==> config.mk <==
export PLATFORM = sky130hd
export DESIGN_NAME = bus_interface_ctrl_flat
export DESIGN_NICKNAME = d
export VERILOG_FILES = /design/src/rtl/bus_interface_ctrl_if.sv /design/src/rtl/bus_interface_ctrl.sv /design/src/flat_wrapper.sv
export SDC_FILE = /design/constraint.sdc
export NUM_CORES = 1
export LEC_CHECK = 0
export ABC_CLOCK_PERIOD_IN_PS = 9300
export CORE_MARGIN = 2
export CORE_UTILIZATION = 35
export CTS_BUF_LIST = sky130_fd_sc_hd__clkbuf_8
export DETAILED_ROUTE_END_ITERATION = 7
export GPL_ROUTABILITY_DRIVEN = 1
export SYNTH_ARGS = -nofsm -noshare
export SYNTH_HDL_FRONTEND = slang
export SYNTH_SLANG_ARGS = --single-unit
==> constraint.sdc <==
create_clock -name clk -period 9.3 [get_ports clk]
set_clock_uncertainty 0.1 [all_clocks]
set_input_delay 1.86 -clock clk [delete_from_list [all_inputs] [get_ports clk]]
set_output_delay 1.86 -clock clk [all_outputs]
set_load 0.05 [all_outputs]
==> src/rtl/bus_interface_ctrl_if.sv <==
`default_nettype none
// ============================================================================
//  Module      : bus_interface_ctrl_if
//  Description : Point-to-point req/ack channels from the bus interface unit
//                to the GPR file and to the data RAM. Split read/write data,
//                no tristates.
//                  gpr_req/gpr_we/gpr_addr/gpr_wdata : controller -> GPR file
//                  gpr_rdata/gpr_ack                 : GPR file -> controller
//                  ram_req/ram_we/ram_addr/ram_wdata : controller -> RAM
//                  ram_rdata/ram_ack                 : RAM -> controller
//                Modports: master (controller side), slave (GPR/RAM side).
//  Revision    : 1.0 - initial release
// ============================================================================
interface bus_interface_ctrl_if #(
    parameter int unsigned DW  = 16,
    parameter int unsigned RAW = 3,
    parameter int unsigned AW  = 16
);
    logic           gpr_req;
    logic           gpr_we;
    logic [RAW-1:0] gpr_addr;
    logic [DW-1:0]  gpr_wdata;
    logic [DW-1:0]  gpr_rdata;
    logic           gpr_ack;

    logic           ram_req;
    logic           ram_we;
    logic [AW-1:0]  ram_addr;
    logic [DW-1:0]  ram_wdata;
    logic [DW-1:0]  ram_rdata;
    logic           ram_ack;

    modport master (
        output gpr_req, gpr_we, gpr_addr, gpr_wdata,
        input  gpr_rdata, gpr_ack,
        output ram_req, ram_we, ram_addr, ram_wdata,
        input  ram_rdata, ram_ack
    );

    modport slave (
        input  gpr_req, gpr_we, gpr_addr, gpr_wdata,
        output gpr_rdata, gpr_ack,
        input  ram_req, ram_we, ram_addr, ram_wdata,
        output ram_rdata, ram_ack
    );
endinterface
`default_nettype wire

==> src/rtl/bus_interface_ctrl.sv <==
`default_nettype none
// ============================================================================
//  Module      : bus_interface_ctrl
//  Description : Bus interface unit between decode/EU and the GPR file / RAM.
//                Runs one bus operation per start: MOV, MOVI, LOAD, STORE,
//                FETCH2 (two operand reads), WB (EU result writeback).
//                An ack timeout aborts a stalled transfer with err.
//  Ports       : clk, rst           clock / async active-high reset
//                start_i, op_i      launch + opcode (sampled only in IDLE)
//                rd_i, rs1_i, rs2_i register indices
//                mem_addr_i, imm_i, eu_result_i  operation operands
//                busy_o, done_o, err_o           status
//                op_a_o, op_b_o     FETCH2 operands, held until next FETCH2
//                bus                GPR and RAM req/ack channels (master)
//  Revision    : 1.0 - initial release
// ============================================================================
module bus_interface_ctrl #(
    parameter int unsigned DW      = 16,
    parameter int unsigned RAW     = 3,
    parameter int unsigned AW      = 16,
    parameter int unsigned TIMEOUT = 16
) (
    input  wire logic           clk,
    input  wire logic           rst,
    input  wire logic           start_i,
    input  wire logic [2:0]     op_i,
    input  wire logic [RAW-1:0] rd_i,
    input  wire logic [RAW-1:0] rs1_i,
    input  wire logic [RAW-1:0] rs2_i,
    input  wire logic [AW-1:0]  mem_addr_i,
    input  wire logic [DW-1:0]  imm_i,
    input  wire logic [DW-1:0]  eu_result_i,
    output logic                busy_o,
    output logic                done_o,
    output logic                err_o,
    output logic [DW-1:0]       op_a_o,
    output logic [DW-1:0]       op_b_o,
    bus_interface_ctrl_if.master bus
);

    localparam logic [2:0] c_OP_MOV    = 3'b000;
    localparam logic [2:0] c_OP_MOVI   = 3'b001;
    localparam logic [2:0] c_OP_LOAD   = 3'b010;
    localparam logic [2:0] c_OP_STORE  = 3'b011;
    localparam logic [2:0] c_OP_FETCH2 = 3'b100;
    localparam logic [2:0] c_OP_WB     = 3'b101;

    // Counter holds the number of wait cycles already spent; the abort fires
    // on the cycle that would make it reach TIMEOUT.
    localparam int unsigned       CW          = (TIMEOUT > 1) ? $clog2(TIMEOUT) : 1;
    localparam logic [CW-1:0]     c_TO_LAST   = CW'((TIMEOUT == 0) ? 0 : TIMEOUT - 1);

    typedef enum logic [2:0] {
        S_IDLE = 3'd0,
        S_GRD  = 3'd1,
        S_GRD2 = 3'd2,
        S_GWR  = 3'd3,
        S_RRD  = 3'd4,
        S_RWR  = 3'd5,
        S_DONE = 3'd6
    } state_t;

    state_t         state_q, state_d;
    logic           err_q, err_d;
    logic [DW-1:0]  mbr_q, mbr_d;
    logic [DW-1:0]  op_a_q, op_a_d;
    logic [DW-1:0]  op_b_q, op_b_d;
    logic [CW-1:0]  cnt_q, cnt_d;

    logic [2:0]     op_q, op_d;
    logic [RAW-1:0] rd_q, rd_d;
    logic [RAW-1:0] rs1_q, rs1_d;
    logic [RAW-1:0] rs2_q, rs2_d;
    logic [AW-1:0]  maddr_q, maddr_d;
    logic [DW-1:0]  imm_q, imm_d;
    logic [DW-1:0]  eu_q, eu_d;

    logic           gpr_req_q, gpr_req_d;
    logic           gpr_we_q, gpr_we_d;
    logic [RAW-1:0] gpr_addr_q, gpr_addr_d;
    logic [DW-1:0]  gpr_wdata_q, gpr_wdata_d;
    logic           ram_req_q, ram_req_d;
    logic           ram_we_q, ram_we_d;
    logic [AW-1:0]  ram_addr_q, ram_addr_d;
    logic [DW-1:0]  ram_wdata_q, ram_wdata_d;

    logic           w_gpr_xfer;
    logic           w_ram_xfer;
    logic           w_req;
    logic           w_xfer;
    logic           w_timeout;

    assign w_gpr_xfer = gpr_req_q & bus.gpr_ack;
    assign w_ram_xfer = ram_req_q & bus.ram_ack;
    assign w_req      = gpr_req_q | ram_req_q;
    assign w_xfer     = w_gpr_xfer | w_ram_xfer;
    assign w_timeout  = (TIMEOUT != 0) && w_req && !w_xfer && (cnt_q == c_TO_LAST);

    always_comb begin
        state_d = state_q;
        err_d   = err_q;
        mbr_d   = mbr_q;
        op_a_d  = op_a_q;
        op_b_d  = op_b_q;
        op_d    = op_q;
        rd_d    = rd_q;
        rs1_d   = rs1_q;
        rs2_d   = rs2_q;
        maddr_d = maddr_q;
        imm_d   = imm_q;
        eu_d    = eu_q;

        case (state_q)
            S_IDLE: begin
                if (start_i) begin
                    op_d    = op_i;
                    rd_d    = rd_i;
                    rs1_d   = rs1_i;
                    rs2_d   = rs2_i;
                    maddr_d = mem_addr_i;
                    imm_d   = imm_i;
                    eu_d    = eu_result_i;
                    case (op_i)
                        c_OP_MOV, c_OP_STORE, c_OP_FETCH2: state_d = S_GRD;
                        c_OP_MOVI, c_OP_WB:                state_d = S_GWR;
                        c_OP_LOAD:                         state_d = S_RRD;
                        default: begin
                            state_d = S_DONE;
                            err_d   = 1'b1;
                        end
                    endcase
                end
            end
            S_GRD: begin
                if (w_gpr_xfer) begin
                    mbr_d = bus.gpr_rdata;
                    case (op_q)
                        c_OP_MOV:    state_d = S_GWR;
                        c_OP_STORE:  state_d = S_RWR;
                        c_OP_FETCH2: state_d = S_GRD2;
                        default:     state_d = S_DONE;
                    endcase
                end
            end
            S_GRD2: begin
                // Both operands are committed together so a timeout on the
                // second read leaves the previous pair intact.
                if (w_gpr_xfer) begin
                    op_a_d  = mbr_q;
                    op_b_d  = bus.gpr_rdata;
                    state_d = S_DONE;
                end
            end
            S_GWR: begin
                if (w_gpr_xfer) begin
                    state_d = S_DONE;
                end
            end
            S_RRD: begin
                if (w_ram_xfer) begin
                    mbr_d   = bus.ram_rdata;
                    state_d = S_GWR;
                end
            end
            S_RWR: begin
                if (w_ram_xfer) begin
                    state_d = S_DONE;
                end
            end
            S_DONE: begin
                state_d = S_IDLE;
                err_d   = 1'b0;
            end
            default: begin
                state_d = S_IDLE;
                err_d   = 1'b0;
            end
        endcase

        if (w_timeout) begin
            state_d = S_DONE;
            err_d   = 1'b1;
        end

        // Any completed transfer (or idle channel) restarts the wait count,
        // so each new request starts from zero.
        if (w_req && !w_xfer) begin
            cnt_d = cnt_q + CW'(1);
        end else begin
            cnt_d = '0;
        end

        // Bus outputs are registered from the next state, so back-to-back
        // transfers keep req high and only addr/we/wdata switch.
        gpr_req_d   = (state_d == S_GRD) || (state_d == S_GRD2) || (state_d == S_GWR);
        gpr_we_d    = (state_d == S_GWR);
        gpr_addr_d  = '0;
        gpr_wdata_d = '0;
        case (state_d)
            S_GRD:  gpr_addr_d = rs1_d;
            S_GRD2: gpr_addr_d = rs2_d;
            S_GWR: begin
                gpr_addr_d = rd_d;
                case (op_d)
                    c_OP_MOVI: gpr_wdata_d = imm_d;
                    c_OP_WB:   gpr_wdata_d = eu_d;
                    default:   gpr_wdata_d = mbr_d;
                endcase
            end
            default: gpr_addr_d = '0;
        endcase

        ram_req_d   = (state_d == S_RRD) || (state_d == S_RWR);
        ram_we_d    = (state_d == S_RWR);
        ram_addr_d  = ram_req_d ? maddr_d : '0;
        ram_wdata_d = (state_d == S_RWR) ? mbr_d : '0;
    end

    always_ff @(posedge clk or posedge rst) begin
        if (rst) begin
            state_q     <= S_IDLE;
            err_q       <= 1'b0;
            mbr_q       <= '0;
            op_a_q      <= '0;
            op_b_q      <= '0;
            cnt_q       <= '0;
            op_q        <= '0;
            rd_q        <= '0;
            rs1_q       <= '0;
            rs2_q       <= '0;
            maddr_q     <= '0;
            imm_q       <= '0;
            eu_q        <= '0;
            gpr_req_q   <= 1'b0;
            gpr_we_q    <= 1'b0;
            gpr_addr_q  <= '0;
            gpr_wdata_q <= '0;
            ram_req_q   <= 1'b0;
            ram_we_q    <= 1'b0;
            ram_addr_q  <= '0;
            ram_wdata_q <= '0;
        end else begin
            state_q     <= state_d;
            err_q       <= err_d;
            mbr_q       <= mbr_d;
            op_a_q      <= op_a_d;
            op_b_q      <= op_b_d;
            cnt_q       <= cnt_d;
            op_q        <= op_d;
            rd_q        <= rd_d;
            rs1_q       <= rs1_d;
            rs2_q       <= rs2_d;
            maddr_q     <= maddr_d;
            imm_q       <= imm_d;
            eu_q        <= eu_d;
            gpr_req_q   <= gpr_req_d;
            gpr_we_q    <= gpr_we_d;
            gpr_addr_q  <= gpr_addr_d;
            gpr_wdata_q <= gpr_wdata_d;
            ram_req_q   <= ram_req_d;
            ram_we_q    <= ram_we_d;
            ram_addr_q  <= ram_addr_d;
            ram_wdata_q <= ram_wdata_d;
        end
    end

    assign busy_o        = (state_q != S_IDLE);
    assign done_o        = (state_q == S_DONE);
    assign err_o         = err_q;
    assign op_a_o        = op_a_q;
    assign op_b_o        = op_b_q;

    assign bus.gpr_req   = gpr_req_q;
    assign bus.gpr_we    = gpr_we_q;
    assign bus.gpr_addr  = gpr_addr_q;
    assign bus.gpr_wdata = gpr_wdata_q;
    assign bus.ram_req   = ram_req_q;
    assign bus.ram_we    = ram_we_q;
    assign bus.ram_addr  = ram_addr_q;
    assign bus.ram_wdata = ram_wdata_q;

endmodule
`default_nettype wire

==> src/flat_wrapper.sv <==
// flat-port wrapper written by rule: the top's interface ports become plain ports
module bus_interface_ctrl_flat 
#(
    parameter int unsigned DW      = 16,
    parameter int unsigned RAW     = 3,
    parameter int unsigned AW      = 16,
    parameter int unsigned TIMEOUT = 16
)
  (clk, rst, start_i, op_i, rd_i, rs1_i, rs2_i, mem_addr_i, imm_i, eu_result_i, busy_o, done_o, err_o, op_a_o, op_b_o, bus_gpr_req, bus_gpr_we, bus_gpr_addr, bus_gpr_wdata, bus_gpr_rdata, bus_gpr_ack, bus_ram_req, bus_ram_we, bus_ram_addr, bus_ram_wdata, bus_ram_rdata, bus_ram_ack);
  bus_interface_ctrl_if #(.DW(DW), .RAW(RAW), .AW(AW)) bus_i ();
  input  wire logic clk;
  input  wire logic rst;
  input  wire logic start_i;
  input  wire logic [2:0] op_i;
  input  wire logic [RAW-1:0] rd_i;
  input  wire logic [RAW-1:0] rs1_i;
  input  wire logic [RAW-1:0] rs2_i;
  input  wire logic [AW-1:0] mem_addr_i;
  input  wire logic [DW-1:0] imm_i;
  input  wire logic [DW-1:0] eu_result_i;
  output logic busy_o;
  output logic done_o;
  output logic err_o;
  output logic [DW-1:0] op_a_o;
  output logic [DW-1:0] op_b_o;
  output wire logic [$bits(bus_i.gpr_req)-1:0] bus_gpr_req;
  output wire logic [$bits(bus_i.gpr_we)-1:0] bus_gpr_we;
  output wire logic [$bits(bus_i.gpr_addr)-1:0] bus_gpr_addr;
  output wire logic [$bits(bus_i.gpr_wdata)-1:0] bus_gpr_wdata;
  input wire logic [$bits(bus_i.gpr_rdata)-1:0] bus_gpr_rdata;
  input wire logic [$bits(bus_i.gpr_ack)-1:0] bus_gpr_ack;
  output wire logic [$bits(bus_i.ram_req)-1:0] bus_ram_req;
  output wire logic [$bits(bus_i.ram_we)-1:0] bus_ram_we;
  output wire logic [$bits(bus_i.ram_addr)-1:0] bus_ram_addr;
  output wire logic [$bits(bus_i.ram_wdata)-1:0] bus_ram_wdata;
  input wire logic [$bits(bus_i.ram_rdata)-1:0] bus_ram_rdata;
  input wire logic [$bits(bus_i.ram_ack)-1:0] bus_ram_ack;
  assign bus_gpr_req = bus_i.gpr_req;
  assign bus_gpr_we = bus_i.gpr_we;
  assign bus_gpr_addr = bus_i.gpr_addr;
  assign bus_gpr_wdata = bus_i.gpr_wdata;
  assign bus_i.gpr_rdata = bus_gpr_rdata;
  assign bus_i.gpr_ack = bus_gpr_ack;
  assign bus_ram_req = bus_i.ram_req;
  assign bus_ram_we = bus_i.ram_we;
  assign bus_ram_addr = bus_i.ram_addr;
  assign bus_ram_wdata = bus_i.ram_wdata;
  assign bus_i.ram_rdata = bus_ram_rdata;
  assign bus_i.ram_ack = bus_ram_ack;
  bus_interface_ctrl #(.DW(DW), .RAW(RAW), .AW(AW), .TIMEOUT(TIMEOUT)) u_core (.clk(clk), .rst(rst), .start_i(start_i), .op_i(op_i), .rd_i(rd_i), .rs1_i(rs1_i), .rs2_i(rs2_i), .mem_addr_i(mem_addr_i), .imm_i(imm_i), .eu_result_i(eu_result_i), .busy_o(busy_o), .done_o(done_o), .err_o(err_o), .op_a_o(op_a_o), .op_b_o(op_b_o), .bus(bus_i));
endmodule
==> qor.yml, run 1 <==
htree_levels: 4
syn_avg_cell_area_um2: 12.2
grt_max_degree: 89
grt_pass1_vias: 5122
rsz0062_at_grt: "false"
cts_root_buf: "clkbuf_8"
drtIter0Drc: 181
min_period_ns: 4.65
drc_errors: 0
netlist.area_leader.share_pct: 62.3
row_count: 51
multi_input_area_um2: 2400
synthFlopType: "dfrtp_1"
slew_headroom_pct: 12.7
clock_sinks: 171
hpwl_um: 12700
cts_resized: 0
ff2ff_setup_slack_ns: 5.65
path_class: "primary input to flip-flop"
cp.arrival_ns: 4.90
die_h_um: 144
pwr-share-seq_pct: 35.7
hold_slack_ns: 0.375
crit_path_end_kind: "flip-flop"
drtAntennaViolNets: 0
cts_setup_buffers: 0
clock_latency_ns: 0.46
pwr_density_cell_nw_per_um2: 355
maxCapViolations: 0
r2r_start: "u_core.state_q[0]$_DFF_PP0_"
regArea_um2: 4280
synth_area_leaders: "dfrtp_1 (62%), nand2_1 (7.0%), mux2_2 (5.2%), mux2i_1 (3.2%), o211a_1 (2.5%)"
place_ws_ns: 4.17
reg2regPathDepth: 5
clk_path_buf_depth: 2
post-route-period-util_pct: 50.0
core-area_um2: 19300
gp_congestion: 0.862
gr-usage-all-layers_pct: 17.7
ioPinCount: 187
power.internal_mw: 1.85
area_delta_synth_final_pct: 36.6
die_x_um: 144
drt-vias-per-instance: 4.76
use_met2_pct: 27.5
grt_pass1_wl_um: 27600
setup_slack_ns: 4.65
p_leak_nw: 4.53
routed_wirelength_um: 17800
firstDrtPassIters: 5
synth_edf_count: 0
tightest_slew_ns: 1.30
share_comb_of_total_power_pct: 48.7
port_buffers: 186
syn-cell-area_um2: 6870
cts_inserted_buffers: 17
irDropWorstVdd_mv: 0.165
outcome: "finished, final reports clean"
syn_inst: 565
setup_viol: 0
finalMaxSlewViolations: 0
grtUsageMet3_pct: 4.34
holdPathStages: 1
hold_class: "flip-flop to flip-flop"
critPathRequiredTime_ns: 9.54
die_area_um2: 20800
start_kind: "primary input"
cts_hold_buf: 0
num_vias: 4875
grt_util_met1_pct: 23.6
utilization_pct: 48.5
floorplan.initialDensity_pct: 35.5
seq_area_frac_synth_pct: 62.3
busiest_layer: "met2"
fillers: 1760
clk_pin_slew_ns: 0.09
yosys.area.top_type: "dfrtp_1"
max_freq_ghz: 0.215
hp-start: "u_core.cnt_q[0]$_DFF_PP0_"
p_switching_mw: 1.48
async_flop_share_pct: 100
synth_seq_cells: 171
drive_gt1_share_pct: 11.9
grt_overflow_total: 0
fin_setup_tns_ns: 0
synth_fp_nets: 663
final_nets: 844
finalHoldViolations: 0
wl_per_cell_um: 17.4
yosys_warnings: 0
switching_share_pct: 44.4
critPathMaxFanout: 18
ys_types: 52
p_clk_share_pct: 15.5
crit_start: "bus_gpr_ack"
antenna_found_initial: 0
tritoncts: "yes"
## through the flow
step | cell area (µm²) | power [mW] | std cells
final | 9390 | 3.33 | 1025
after global routing | 9380 | 3.53 | 1024
after CTS | 9380 | 3.37 | 1024
after detailed placement | 8990 | 2.84 | 992
after global placement | 8990 | 2.80 | 992
after floorplan | 6870 | 2.29 | 565
## synthesized netlist by cell type, drive strengths merged (2+ instances only)
cell,number
a21o,16
a21oi,4
a22o,16
a32oi,16
and2,17
and2b,3
buf,16
clkbuf,12
dfrtp,171
inv,22
mux2,32
mux2i,22
nand2,128
nand2b,5
nand3,6
nand3b,3
nor2,11
nor2b,16
nor3,3
nor4b,3
o211a,17
o21ai,3
o31ai,2
o32ai,2
or2,2
or3b,2
xor2,2
## path summary, 6_finish.rpt
path	end
worst max-delay path	u_core.bus.ram_addr[3]$_DFF_PP0_
worst min-delay path	u_core.cnt_q[0]$_DFF_PP0_
worst max register to register	u_core.bus.ram_addr[3]$_DFF_PP0_
worst min register to register	u_core.cnt_q[0]$_DFF_PP0_
max in group asynchronous	u_core.mbr_q[3]$_DFF_PP0_
min in group asynchronous	u_core.rs2_q[1]$_DFF_PP0_
## critical path: stages
cell and delay (ns):
clkdlybuf4s50_1 0.50, nand2_1 0.14, nor2_2 0.74, a21oi_2 0.35, or3b_1 1.02, and2b_1 0.27
## power groups by stage
stage	Sequential [mW]	Combinational, mW	Clock, mW
after floorplan	1.64	0.649	0
after global placement	1.20	1.60	0
after detailed placement	1.21	1.63	0
after CTS	1.19	1.64	0.535
after global routing	1.23	1.73	0.570
final	1.19	1.62	0.518
## cell usage in the layout, fill, tap and decap left out, drive strengths merged, types with 4 or more instances in the layout
cell	Yosys	final
a32oi	16	16
nand3	6	6
nand2	128	128
buf	16	4
o211a	17	17
clkbuf	12	19
dfrtp	171	171
nor2b	16	16
nor2	11	11
inv	22	29
mux2i	22	22
a21oi	4	4
a22o	16	16
and2	17	17
a21o	16	16
nand2b	5	5
clkdlybuf4s50	0	186
mux2	32	32
## cell families after synthesis
logic type | after synthesis | share of synthesized area (%)
DFF | 171 | 62.3
adders and majority gates | 1 | 0.182
AOI/OAI and AO/OA | 83 | 10.1
and+or+nand+nor | 203 | 15.3
xor gates and xnor gates | 3 | 0.383
muxes | 54 | 8.45
buffers and inverters | 50 | 3.28
## cell type report
type                    count  area share [%]
flip-flops and latches    171            45.6
clock buffers              19            2.79
clock inverters            13            1.40
well taps                 265            3.53
inverters                  22           0.933
repair buffers            190            20.2
multi-input cells         344            25.6
diodes                      1          0.0267
## registers in the layout, summed over array words and instances, names as in the netlist, 3 cells and up
register              count
u_core.bus.gpr_wdata     16
u_core.bus.ram_wdata     16
u_core.bus.gpr_addr       3
u_core.maddr_q           16
u_core.cnt_q              4
u_core.bus.ram_addr      16
u_core.imm_q             16
u_core.op_a_o            16
u_core.op_q               3
u_core.rd_q               3
u_core.rs1_q              3
u_core.rs2_q              3
u_core.op_b_o            16
u_core.mbr_q             16
u_core.state_q            3
u_core.eu_q              16
## metal layers
| metal | part of all wire (%) | wire length, µm |
|---|---|---|
| met1 | 44 | 7820 |
| met5 | 0 | 0 |
| met3 | 5.8 | 1030 |
| met2 | 48 | 8490 |
| met4 | 2.7 | 486 |
(Power assumes the default switching activity.)
==> run 2: changes to the inputs <==
--- a/config.mk
+++ b/config.mk
@@ -5,7 +5,7 @@
 export SDC_FILE = /design/constraint.sdc
 export NUM_CORES = 1
 export LEC_CHECK = 0
-export ABC_CLOCK_PERIOD_IN_PS = 9300
+export ABC_CLOCK_PERIOD_IN_PS = 4200
 export CORE_MARGIN = 2
 export CORE_UTILIZATION = 35
 export CTS_BUF_LIST = sky130_fd_sc_hd__clkbuf_8
==> constraint.sdc (replaced) <==
create_clock -name clk -period 4.2 [get_ports clk]
set_clock_uncertainty 0.1 [all_clocks]
set_input_delay 0.84 -clock clk [delete_from_list [all_inputs] [get_ports clk]]
set_output_delay 0.84 -clock clk [all_outputs]
set_load 0.05 [all_outputs]
==> qor.yml, run 2 (same netlist as run 1, synthesis figures left out) <==
outcome: "finished, final reports clean"
clk_path_buf_depth: 2  # unchanged
slew_headroom_pct: 34.4  # +22 points
gp_congestion: 0.851  # -1.2%
tightest_slew_ns: 0.981  # -0.321 ns
multi_input_area_um2: 2400  # unchanged
cts_root_buf: "clkbuf_8"
setup_viol: 0  # unchanged
final_common_cell: "clkdlybuf4s50_1"
cts_hold_buf: 0  # unchanged
area_delta_synth_final_pct: 39.3
cts_resized: 0  # unchanged
timing.rr.end: "u_core.bus.ram_addr[0]$_DFF_PP0_"
holdPathStages: 1  # unchanged
ff2ff_setup_slack_ns: 1.33  # -4.32 ns
gr-usage-all-layers_pct: 17.6  # -0.098 points
reg2regPathDepth: 7  # +2
hold_slack_ns: 0.371  # -0.00417 ns
critPathRequiredTime_ns: 3.26  # -6.28 ns
r2r_start: "u_core.state_q[0]$_DFF_PP0_"
min_period_ns: 3.17
crit_path_end_kind: "output port"
wl_per_cell_um: 17.2  # -1.2%
drtIter0Drc: 204  # +13%
final_nets: 856  # +1.4%
irDropWorstVdd_mv: 0.409  # +150%
die_h_um: 144  # unchanged
maxCapViolations: 0  # unchanged
num_vias: 4866  # -0.18%
firstDrtPassIters: 6  # +1
die_x_um: 144  # unchanged
drtAntennaViolNets: 0  # unchanged
drc_errors: 0  # unchanged
met1_length_um: 8250  # +5.6%
port_buffers: 186  # unchanged
max_freq_ghz: 0.316
regArea_um2: 4280  # unchanged
ioPinCount: 187  # unchanged
drive_gt1_share_pct: 13.4  # +1.5 points
hold_class: "flip-flop to flip-flop"
pwr_density_cell_nw_per_um2: 792  # +120%
grt_overflow_total: 0  # unchanged
clock_latency_ns: 0.45  # about the same
core-area_um2: 19300  # unchanged
tritoncts: "yes"
critPathMaxFanout: 10  # -8
top_layer: "met4"
clock_sinks: 171  # unchanged
start_kind: "flip-flop"
fin_setup_tns_ns: 0  # unchanged
drt-vias-per-instance: 4.70  # -1.2%
clk_pin_slew_ns: 0.09  # about the same
post-route-period-util_pct: 75.4
wl_met3_um: 775  # -25%
total_power_mw: 7.58  # +130%
cts_setup_buffers: 0  # unchanged
cp.arrival_ns: 2.23  # -2.67 ns
layout_common_cells: "clkdlybuf4s50_1 (186), dfrtp_1 (171), nand2_1 (128)"
row_count: 51  # unchanged
floorplan.initialDensity_pct: 35.5  # unchanged
route.met2.wl_um: 8380  # -1.2%
routed_wirelength_um: 17800  # -0.15%
finalMaxSlewViolations: 0  # unchanged
hpwl_um: 13000  # +2.2%
fillers: 1732  # -1.6%
cts_inserted_buffers: 17  # unchanged
antenna_found_initial: 0  # unchanged
htree_levels: 4  # unchanged
grt_pass1_wl_um: 27500  # -0.45%
hp-start: "u_core.cnt_q[0]$_DFF_PP0_"
p_leak_nw: 4.63  # +2.2%
path_class: "flip-flop to output port"
grt_pass1_vias: 4995  # -2.5%
rsz0062_at_grt: "false"
min_to: "u_core.cnt_q[0]$_DFF_PP0_"
grt_max_degree: 62  # -30%
utilization_pct: 49.5  # +0.96 points
die_area_um2: 20800  # unchanged
n_antenna_cell: 0  # -1
finalHoldViolations: 0  # unchanged
[run 2: cell count changes in the layout (fill, tap and decap cells not counted)]
cell	delta
buf_12	+2
bufinv_16	+3
diode_2	-1
inv_6	-2
clkbuf_8	+2
inv_1	-1
inv_8	-2
buf_4	+10
[run 2: worst max path at each step]
| stage | cells after the start | to | slack, ns | from |
|---|---|---|---|---|
| floorplan | 1 | u_core.bus.gpr_addr[0]$_DFF_PP0_ | 1.08 | rst |
| global placement | 8 | u_core.bus.ram_addr[3]$_DFF_PP0_ | 0.81 | start_i |
| detailed placement | 8 | u_core.bus.ram_addr[2]$_DFF_PP0_ | 0.73 | start_i |
| CTS | 3 | done_o | 0.99 | u_core.state_q[1]$_DFF_PP0_ |
| global route | 3 | done_o | 0.89 | u_core.state_q[1]$_DFF_PP0_ |
| finish | 3 | done_o | 1.03 | u_core.state_q[1]$_DFF_PP0_ |
[run 2: layout make-up]
class	instances	area share [%]
well taps	265	3.46
flip-flops and latches	171	44.7
inverters	22	0.902
repair buffers	202	21.0
clock buffers	21	3.02
multi-input cells	344	25.1
clock inverters	11	1.87
[run 2: critical path, stage by stage, from the launching register on]
cell and delay, ns:
dfrtp_1 0.61, and2_1 0.21, nor2b_1 0.14, clkdlybuf4s50_1 0.82
[run 2: power breakdown]
part / switching [mW] / internal (mW)
clock network: 0.598 / 0.720
logic: 2.32 / 1.31
registers: 0.327 / 2.32
total: 3.24 / 4.34
[run 2: per-layer routing]
metal | vias to the layer above | track usage, %
met4 | 0 | 5.99
met2 | 125 | 27.1
met5 | - | 0
met3 | 24 | 3.77
li1 | 2310 | -
met1 | 2407 | 24.7
[run 2: metrics by stage]
stage | worst slack (ns) | std cells | instance area, µm²
6_report | 1.03 | 1036 | 9570
5_1_grt | 0.895 | 1036 | 9570
4_1_cts | 0.994 | 1036 | 9570
3_5_place_dp | 0.732 | 1004 | 9100
3_3_place_gp | 0.810 | 1004 | 9100
2_1_floorplan | 1.08 | 565 | 6870
